===== src/rtl/button_conditioner.sv =====
// button_conditioner
// Conditions raw push-button pins into clean, clk-synchronous signals. Each
// channel has a two-flop synchroniser, a debounce counter that must see
// DEBOUNCE_CYCLES consecutive mismatching samples before the debounced level
// changes, single-cycle press/release strobes, and an optional auto-repeat
// strobe while the button is held.
//
// Ports:
//   clk          system clock, all state updates on its rising edge
//   rst          asynchronous, active-high reset
//   btn_raw      unsynchronised button pins, bit i = channel i
//   btn_level    debounced state (1 = pressed)
//   btn_press    one-cycle strobe in the first cycle btn_level is 1
//   btn_release  one-cycle strobe in the first cycle btn_level is 0
//   btn_repeat   one-cycle auto-repeat strobe while held
//
// Per-channel debounce FSM:
//   state     | meaning
//   IDLE      | level 0, no pending change
//   ARMING    | level 0, dc > 0 consecutive high samples seen
//   HELD      | level 1, no pending change
//   DISARMING | level 1, dc > 0 consecutive low samples seen
module button_conditioner #(
    parameter int N_BTN           = 5,
    parameter int DEBOUNCE_CYCLES = 1000000,
    parameter int REPEAT_DELAY    = 50000000,
    parameter int REPEAT_PERIOD   = 10000000
) (
    input  logic             clk,
    input  logic             rst,
    input  logic [N_BTN-1:0] btn_raw,
    output logic [N_BTN-1:0] btn_level,
    output logic [N_BTN-1:0] btn_press,
    output logic [N_BTN-1:0] btn_release,
    output logic [N_BTN-1:0] btn_repeat
);

    localparam int DC_W = $clog2(DEBOUNCE_CYCLES + 1);
    localparam logic [DC_W-1:0] DC_TERM = DC_W'(DEBOUNCE_CYCLES);

    localparam int RPT_MAX = (REPEAT_DELAY > REPEAT_PERIOD) ? REPEAT_DELAY : REPEAT_PERIOD;
    localparam int RC_W = $clog2(RPT_MAX + 1);
    localparam logic [RC_W-1:0] RC_DELAY  = RC_W'(REPEAT_DELAY);
    localparam logic [RC_W-1:0] RC_PERIOD = RC_W'(REPEAT_PERIOD);
    localparam bit RPT_EN = (REPEAT_DELAY != 0);

    // Bit 1 of the encoding is the debounced level, so btn_level comes
    // straight off a flop with no decode glitches.
    typedef enum logic [1:0] {
        IDLE      = 2'b00,
        ARMING    = 2'b01,
        HELD      = 2'b10,
        DISARMING = 2'b11
    } chanState_t;

    for (genvar i = 0; i < N_BTN; i++) begin : gChan
        logic            s1, s2;
        chanState_t      state, stateNext;
        logic [DC_W-1:0] dc, dcNext, dcInc;
        logic            pressNext, releaseNext;
        logic            pressQ, releaseQ, repeatQ;
        logic [RC_W-1:0] rc, rcInc, rcTarget;
        logic            rptPhase;
        logic            holding;

        always_ff @(posedge clk or posedge rst) begin
            if (rst) begin
                s1 <= 1'b0;
                s2 <= 1'b0;
            end else begin
                s1 <= btn_raw[i];
                s2 <= s1;
            end
        end

        always_ff @(posedge clk or posedge rst) begin
            if (rst) begin
                state    <= IDLE;
                dc       <= '0;
                pressQ   <= 1'b0;
                releaseQ <= 1'b0;
            end else begin
                state    <= stateNext;
                dc       <= dcNext;
                pressQ   <= pressNext;
                releaseQ <= releaseNext;
            end
        end

        assign dcInc = dc + DC_W'(1);

        always_comb begin
            stateNext   = state;
            dcNext      = '0;
            pressNext   = 1'b0;
            releaseNext = 1'b0;
            case (state)
                IDLE, ARMING: begin
                    if (!s2) begin
                        stateNext = IDLE;
                    end else if (dcInc == DC_TERM) begin
                        stateNext = HELD;
                        pressNext = 1'b1;
                    end else begin
                        stateNext = ARMING;
                        dcNext    = dcInc;
                    end
                end
                HELD, DISARMING: begin
                    if (s2) begin
                        stateNext = HELD;
                    end else if (dcInc == DC_TERM) begin
                        stateNext   = IDLE;
                        releaseNext = 1'b1;
                    end else begin
                        stateNext = DISARMING;
                        dcNext    = dcInc;
                    end
                end
                default: stateNext = IDLE;
            endcase
        end

        // Level is 1 both before and after this edge: excludes the press edge
        // (rc restarts) and the release edge (repeat stops at once).
        assign holding  = state[1] & stateNext[1];
        assign rcInc    = rc + RC_W'(1);
        // First interval runs to REPEAT_DELAY, later ones to REPEAT_PERIOD;
        // rc returns to 0 on every strobe so it never runs past its width.
        assign rcTarget = rptPhase ? RC_PERIOD : RC_DELAY;

        always_ff @(posedge clk or posedge rst) begin
            if (rst) begin
                rc       <= '0;
                rptPhase <= 1'b0;
                repeatQ  <= 1'b0;
            end else if (!RPT_EN || !holding) begin
                rc       <= '0;
                rptPhase <= 1'b0;
                repeatQ  <= 1'b0;
            end else if (rcInc == rcTarget) begin
                rc       <= '0;
                rptPhase <= 1'b1;
                repeatQ  <= 1'b1;
            end else begin
                rc       <= rcInc;
                repeatQ  <= 1'b0;
            end
        end

        assign btn_level[i]   = state[1];
        assign btn_press[i]   = pressQ;
        assign btn_release[i] = releaseQ;
        assign btn_repeat[i]  = repeatQ;
    end

endmodule


===== config.mk =====
export PLATFORM = sky130hd
export DESIGN_NAME = button_conditioner
export DESIGN_NICKNAME = d
export VERILOG_FILES = /design/src/rtl/button_conditioner.sv
export SDC_FILE = /design/constraint.sdc
export NUM_CORES = 1
export LEC_CHECK = 0
export ABC_AREA = 1
export CAP_MARGIN = 20
export CORE_MARGIN = 4
export CORE_UTILIZATION = 30
export DETAILED_ROUTE_END_ITERATION = 10
export PLACE_DENSITY_LB_ADDON = 0.2
export SYNTH_ARGS = -nofsm -noshare
export SYNTH_HDL_FRONTEND = slang
export SYNTH_SLANG_ARGS = --single-unit

===== constraint.sdc =====
create_clock -name clk -period 13.2 [get_ports clk]
set_clock_uncertainty 0.1 [all_clocks]
set_input_delay 2.64 -clock clk [delete_from_list [all_inputs] [get_ports clk]]
set_output_delay 2.64 -clock clk [all_outputs]
set_load 0.005 [all_outputs]

==> metrics.md, run 1 <==
| Metric | Value |
|---|---|
| Max-cap violation count | `0` |
| Syn Area/Cell | `6.72 µm²` |
| Status | `finished clean` |
| Worst Hold Slack | `0.249 ns` |
| Worst skew pair latency | `0.55 ns` |
| Layout Nets | `2,491` |
| GRT Resource Usage Total | `0.137` |
| Area contributors post-synth | `dfrtp_1 (40%), nand2_1 (16%), nor2_1 (13%)` |
| Worst endpoint required time | `10.46 ns` |
| Final setup violation count | `0` |
| H-tree depth | `2` |
| CP Cell Sequence | `clkdlybuf4s50_1` |
| Root Driver | `clkbuf_16` |
| Synthesized net count | `2,474` |
| Area Overhead vs Synth | `11.8%` |
| #FFs+latches synth | `265` |
| Placement row count | `85` |
| Cell taking the most area after synthesis | `dfrtp_1` |
| Max Slew Vio Count | `0` |
| Drt total wl | `40,200 µm` |
| Ratio of cells with drive above 1 in the final layout | `0.0445` |
| Largest net degree at the start of global routing | `140` |
| Peak VDD IR | `0.0828 mV` |
| Top Ports | `27` |
| Layout Utilization | `0.341` |
| DRT antenna net count | `0` |
| First-pass GRT wire length | `69,400 µm` |
| Filler cells | `5,767` |
| Total Power | `1.79 mW` |
| Gate Count Post-Synth | `2,457` |
| Antenna diodes | `0` |
| Worst Path Buf+Inv | `1` |
| Worst-path clk slew | `0.05 ns` |
| Die H | `243 µm` |
| Post-Route Setup TNS | `0 ns` |
| DR pass1 iterations | `5` |
| Post-CTS setup buffer count | `0` |
| Rel. slew slack | `0.302` |
| Placed Area | `17,300 µm²` |
| Final period util | `0.327` |
| Crit Path Max Fanout | `7` |
| DR WL/cell | `12.6 µm` |
| Vias in the first global route | `14,600` |
| Mapped Area | `16,500 µm²` |
| Crit. End Element | `output port` |
| Tmin final | `4.31 ns` |
| Post-synth top area share | `0.402` |
| Maximum clock insertion buffer count | `3` |
| Initial antenna violation count | `0` |
| Port Buffers | `26` |
| Worst EP arrival | `1.57 ns` |
| Drc violations | `0` |
| CP startpoint kind | `flop` |
| Fin cells | `3,192` |
| DP Wirelength | `29,000 µm` |
| Max Freq | `232 MHz` |
| Number of vias per cell | `4.66` |
| Initial DRC Count | `896` |
| Predominant post-synthesis flop cell | `dfrtp_1` |
| Worst stage delay on the critical path | `0.56 ns` |
| Post-synth EDFFs | `0` |
| Number of buffers created by CTS | `35` |
| Final hold viol count | `0` |
| Slew @ Worst Pin | `1.05 ns` |
| Worst min path class | `reg2reg` |
| Crit path max-delay cell type | `clkdlybuf4s50_1` |
| Final Instance Area | `18,500 µm²` |
| Chip Width | `243 µm` |
| Hold_buf cts | `0` |
| Core Box Area | `54,100 µm²` |
| Largest delay share family, worst path | `buffers and inverters` |
| CTS tree | `done` |
| Leak pwr | `7.55 nW` |
| Post-synthesis sequential area ratio | `0.402` |
| Vias | `14,900` |
| Synth async-reset ratio | `1.00` |
| Resize count post-CTS | `0` |
| Synth unique cells | `37` |
| Setup ws final | `8.89 ns` |
| Pwr dens | `97.0 nW/µm²` |
| Full die area | `58,900 µm²` |
| Total of warnings raised by yosys | `0` |
| RSZ-0062 raised after global routing | `no` |
| Critical path class | `reg2out` |
| RD Place Congestion | `0.885` |
| Placed Cells | `3,132` |
| Number of clock sinks | `265` |
| Initial Util | `0.305` |
| Post-placement worst setup slack | `8.43 ns` |
| Total gr overflow | `0` |
[flip-flops by register name, summed over array words and instances, names as in the netlist]
| name | cells |
|---|---|
| gChan.repeatQ | 5 |
| gChan.dc | 100 |
| gChan.s1 | 5 |
| gChan.state | 5 |
| gChan.rc | 130 |
| gChan.pressQ | 5 |
| gChan.rptPhase | 5 |
| gChan.releaseQ | 5 |
| gChan.s2 | 5 |
[cell families (layout without fill, tap and decap cells)]
family                   after synthesis  count (layout)  share of synthesized area
buffers and inverters                348             387                     0.0902
flip-flops                           265             265                      0.402
AND/OR/NAND/NOR                     1622            1622                      0.412
XOR/XNOR                              80              80                     0.0424
AO/OA/AOI/OAI                        132             132                     0.0458
adder cells (fa/ha/maj)               10              10                    0.00758
[report_power, final]
part	switching, mW	internal [mW]	total (mW)	leakage, nW
combinational	0.0258	0.00690	0.0327	3.33
sequential	0.00449	0.818	0.823	3.67
clock	0.367	0.571	0.937	0.553
[synth_stat cells (6+ instances only)]
master	instances
xnor2_1	26
nand3_2	7
buf_2	11
nand2_1	701
nand2_2	14
nor3_1	35
nand3b_1	23
nor2_2	15
nand4_1	46
nor2_4	6
o21bai_1	34
dfrtp_1	265
inv_1	294
o21ai_0	50
ha_1	10
nand3_1	199
xor2_1	54
buf_4	25
buf_6	10
nor2_1	559
o21ai_1	11
a21oi_1	33
[final cells by class]
| type | count | area [µm²] | share of cell area |
|---|---|---|---|
| Multi-Input combinational cell | 1844 | 8390 | 0.454 |
| Timing Repair Buffer | 30 | 323 | 0.0175 |
| Inverter | 298 | 1130 | 0.0610 |
| Clock inverter | 11 | 121 | 0.00657 |
| Clock buffer | 48 | 1000 | 0.0544 |
| Sequential cell | 265 | 6630 | 0.359 |
| Tap cell | 696 | 871 | 0.0471 |
[cell usage in the layout, fill, tap and decap left out, types with 33 or more instances in the layout]
cell,netlist,layout
nor2_1,559,559
o21ai_0,50,50
xor2_1,54,54
a21oi_1,33,33
inv_1,294,293
o21bai_1,34,34
dfrtp_1,265,265
nand3_1,199,199
clkbuf_16,0,35
nor3_1,35,35
nand4_1,46,46
nand2_1,701,701
[worst paths after layout]
check | startpoint | end | slack (ns) | cells past startpoint
setup / recovery | gChan[4].state[1]$_DFF_PP0_ | btn_level[4] | 8.89 | 1
hold / removal | gChan[0].s1$_DFF_PP0_ | gChan[0].s2$_DFF_PP0_ | 0.25 | 0
setup reg to reg | gChan[2].rc[0]$_DFF_PP0_ | gChan[2].rc[0]$_DFF_PP0_ | 10.21 | 10
hold reg to reg | gChan[0].s1$_DFF_PP0_ | gChan[0].s2$_DFF_PP0_ | 0.25 | 0
max in group asynchronous | rst | gChan[0].dc[12]$_DFF_PP0_ | 9.21 | 3
min in group asynchronous | rst | gChan[3].rc[18]$_DFF_PP0_ | 2.51 | 2
[layer usage]
metal / vias to the layer above / share of wire / GRT usage
li1: 7667 / - / -
met3: 65 / 0.041 / 0.0266
met4: 0 / 0.020 / 0.0365
met2: 251 / 0.46 / 0.229
met1: 6883 / 0.48 / 0.183
met5: - / 0 / 0
(Power assumes the default switching activity.)
==> inputs of run 2 (changes only) <==
clock period = 3.7 ns   (was 13.2 ns; I/O delays follow)
==> metrics.md, run 2 (synthesized netlist as in run 1, its figures left out) <==
| Metric | Value |
|---|---|
| DR pass1 iterations | `5` |
| Area Overhead vs Synth | `12.7%` |
| First-pass GRT wire length | `69,900 µm` |
| Crit Path Max Fanout | `16` |
| Worst-path clk slew | `0.06 ns` |
| Initial Util | `0.305` |
| Final hold viol count | `0` |
| Worst skew pair latency | `0.56 ns` |
| Hold_buf cts | `0` |
| Max Slew Vio Count | `0` |
| Worst endpoint required time | `4.01 ns` |
| Initial antenna violation count | `0` |
| Number of vias per cell | `4.62` |
| Peak VDD IR | `0.336 mV` |
| Worst Hold Slack | `0.247 ns` |
| RSZ-0062 raised after global routing | `no` |
| Port Buffers | `26` |
| Vias | `14,800` |
| Max-cap violation count | `0` |
| Filler cells | `5,799` |
| Crit. End Element | `flop` |
| Slew @ Worst Pin | `0.711 ns` |
| DP Wirelength | `30,100 µm` |
| DRT antenna net count | `0` |
| Top Ports | `27` |
| Largest net degree at the start of global routing | `103` |
| Post-CTS setup buffer count | `0` |
| Drt total wl | `40,400 µm` |
| Initial DRC Count | `878` |
| Hold Path Depth | `0` |
| Placement row count | `85` |
| GRT Resource Usage Total | `0.138` |
| Worst min path class | `reg2reg` |
| H-tree depth | `2` |
| Total Power | `6.70 mW` |
| Number of clock sinks | `265` |
| CP startpoint kind | `flop` |
| Number of buffers created by CTS | `36` |
| Final period util | `0.793` |
| Chip Width | `243 µm` |
| Biggest regs | `gChan.rc (130), gChan.dc (100)` |
| Pwr dens | `360 nW/µm²` |
| Most flops, register | `gChan.rc` |
| Max Freq | `341 MHz` |
| Full die area | `58,900 µm²` |
| Placed Area | `17,400 µm²` |
| Commonest non-fill, non-tap cell in the layout | `nand2_1` |
| Vias in the first global route | `14,700` |
| Resize count post-CTS | `0` |
| RD Place Congestion | `0.914` |
| Max FFs per register | `130` |
| Critical path class | `reg2reg` |
| Drc violations | `0` |
| Worst EP arrival | `3.25 ns` |
| Most frequent cells in the layout | `nand2_1 (701), nor2_1 (559), inv_1 (293)` |
| DR WL/cell | `12.6 µm` |
| Root Driver | `clkbuf_16` |
| Leak pwr | `7.63 nW` |
| Maximum clock insertion buffer count | `3` |
| R2R cell count | `12` |
| Ratio of cells with drive above 1 in the final layout | `0.0479` |
| Final Instance Area | `18,600 µm²` |
| Total gr overflow | `0` |
| Die H | `243 µm` |
| Status | `finished clean` |
| CTS tree | `done` |
| Rel. slew slack | `0.525` |
| Layout Nets | `2,500` |
| Core Box Area | `54,100 µm²` |
| Antenna diodes | `0` |
| Final setup violation count | `0` |
| Tmin final | `2.93 ns` |
[run 2: changes by cell type in the layout (fill, tap and decap cells not counted)]
| cell | before | now |
|---|---|---|
| clkbuf_1 | 5 | 6 |
| inv_6 | 3 | 0 |
| buf_4 | 2 | 11 |
| clkbuf_16 | 35 | 37 |
| inv_16 | 0 | 2 |
| clkinv_4 | 0 | 1 |
| clkbuf_8 | 8 | 4 |
| clkinvlp_4 | 2 | 1 |
| buf_16 | 1 | 0 |
| bufinv_16 | 2 | 5 |
| clkinv_2 | 4 | 5 |
[run 2: worst paths after layout]
| check | start | end | slack (ns) |
|---|---|---|---|
| worst min-delay path | gChan[1].s1$_DFF_PP0_ | gChan[1].s2$_DFF_PP0_ | 0.25 |
| worst max register to register | gChan[3].rc[0]$_DFF_PP0_ | gChan[3].rc[20]$_DFF_PP0_ | 0.77 |
| min in group asynchronous | rst | gChan[2].rc[15]$_DFF_PP0_ | 0.43 |
| worst max-delay path | gChan[3].rc[0]$_DFF_PP0_ | gChan[3].rc[20]$_DFF_PP0_ | 0.77 |
| worst min register to register | gChan[1].s1$_DFF_PP0_ | gChan[1].s2$_DFF_PP0_ | 0.25 |
| max in group asynchronous | rst | gChan[4].rc[23]$_DFF_PP0_ | 2.16 |
[run 2: area by class of cell]
cell class	count	area (µm²)	area share
repair buffers	38	363	0.0195
clock inverters	14	235	0.0126
clock buffers	47	1000	0.0539
flip-flops and latches	265	6630	0.356
well taps	696	871	0.0468
inverters	298	1120	0.0603
multi-input cells	1844	8390	0.451
[run 2: where the power goes]
group	switching [mW]	leakage (nW)	internal, mW	total (mW)
clock network	1.37	0.612	2.28	3.64
logic	0.0925	3.35	0.0291	0.122
registers	0.0154	3.67	2.92	2.93
[run 2: per-stage QoR]
stage                     TNS, ns  worst slack (ns)  std cells  utilization
after CTS                       0             0.731       3202        0.344
after floorplan           -168.94            -0.638       2457            -
after global routing            0             0.395       3202        0.344
final                           0             0.765       3202        0.344
after global placement          0             0.755       3141        0.321
after detailed placement        0             0.755       3141        0.321
[run 2: critical path, cell delays in order, from the launching register on]
cell	delay (ns)
dfrtp_1	0.46
ha_1	0.30
nand2_1	0.14
nor2_1	0.39
nand2_1	0.17
o21bai_1	0.20
nand3_1	0.09
nor2_1	0.13
nand3_1	0.08
nor2_1	0.20
nand3_2	0.14
nand3_2	0.31
nor2_1	0.08
[run 2: layer usage]
metal	wire length [µm]	GRT usage	vias up
li1	-	-	7708
met1	19600	0.184	6830
met2	18600	0.230	184
met3	1300	0.0214	66
met4	981	0.0431	0
met5	0	0	-
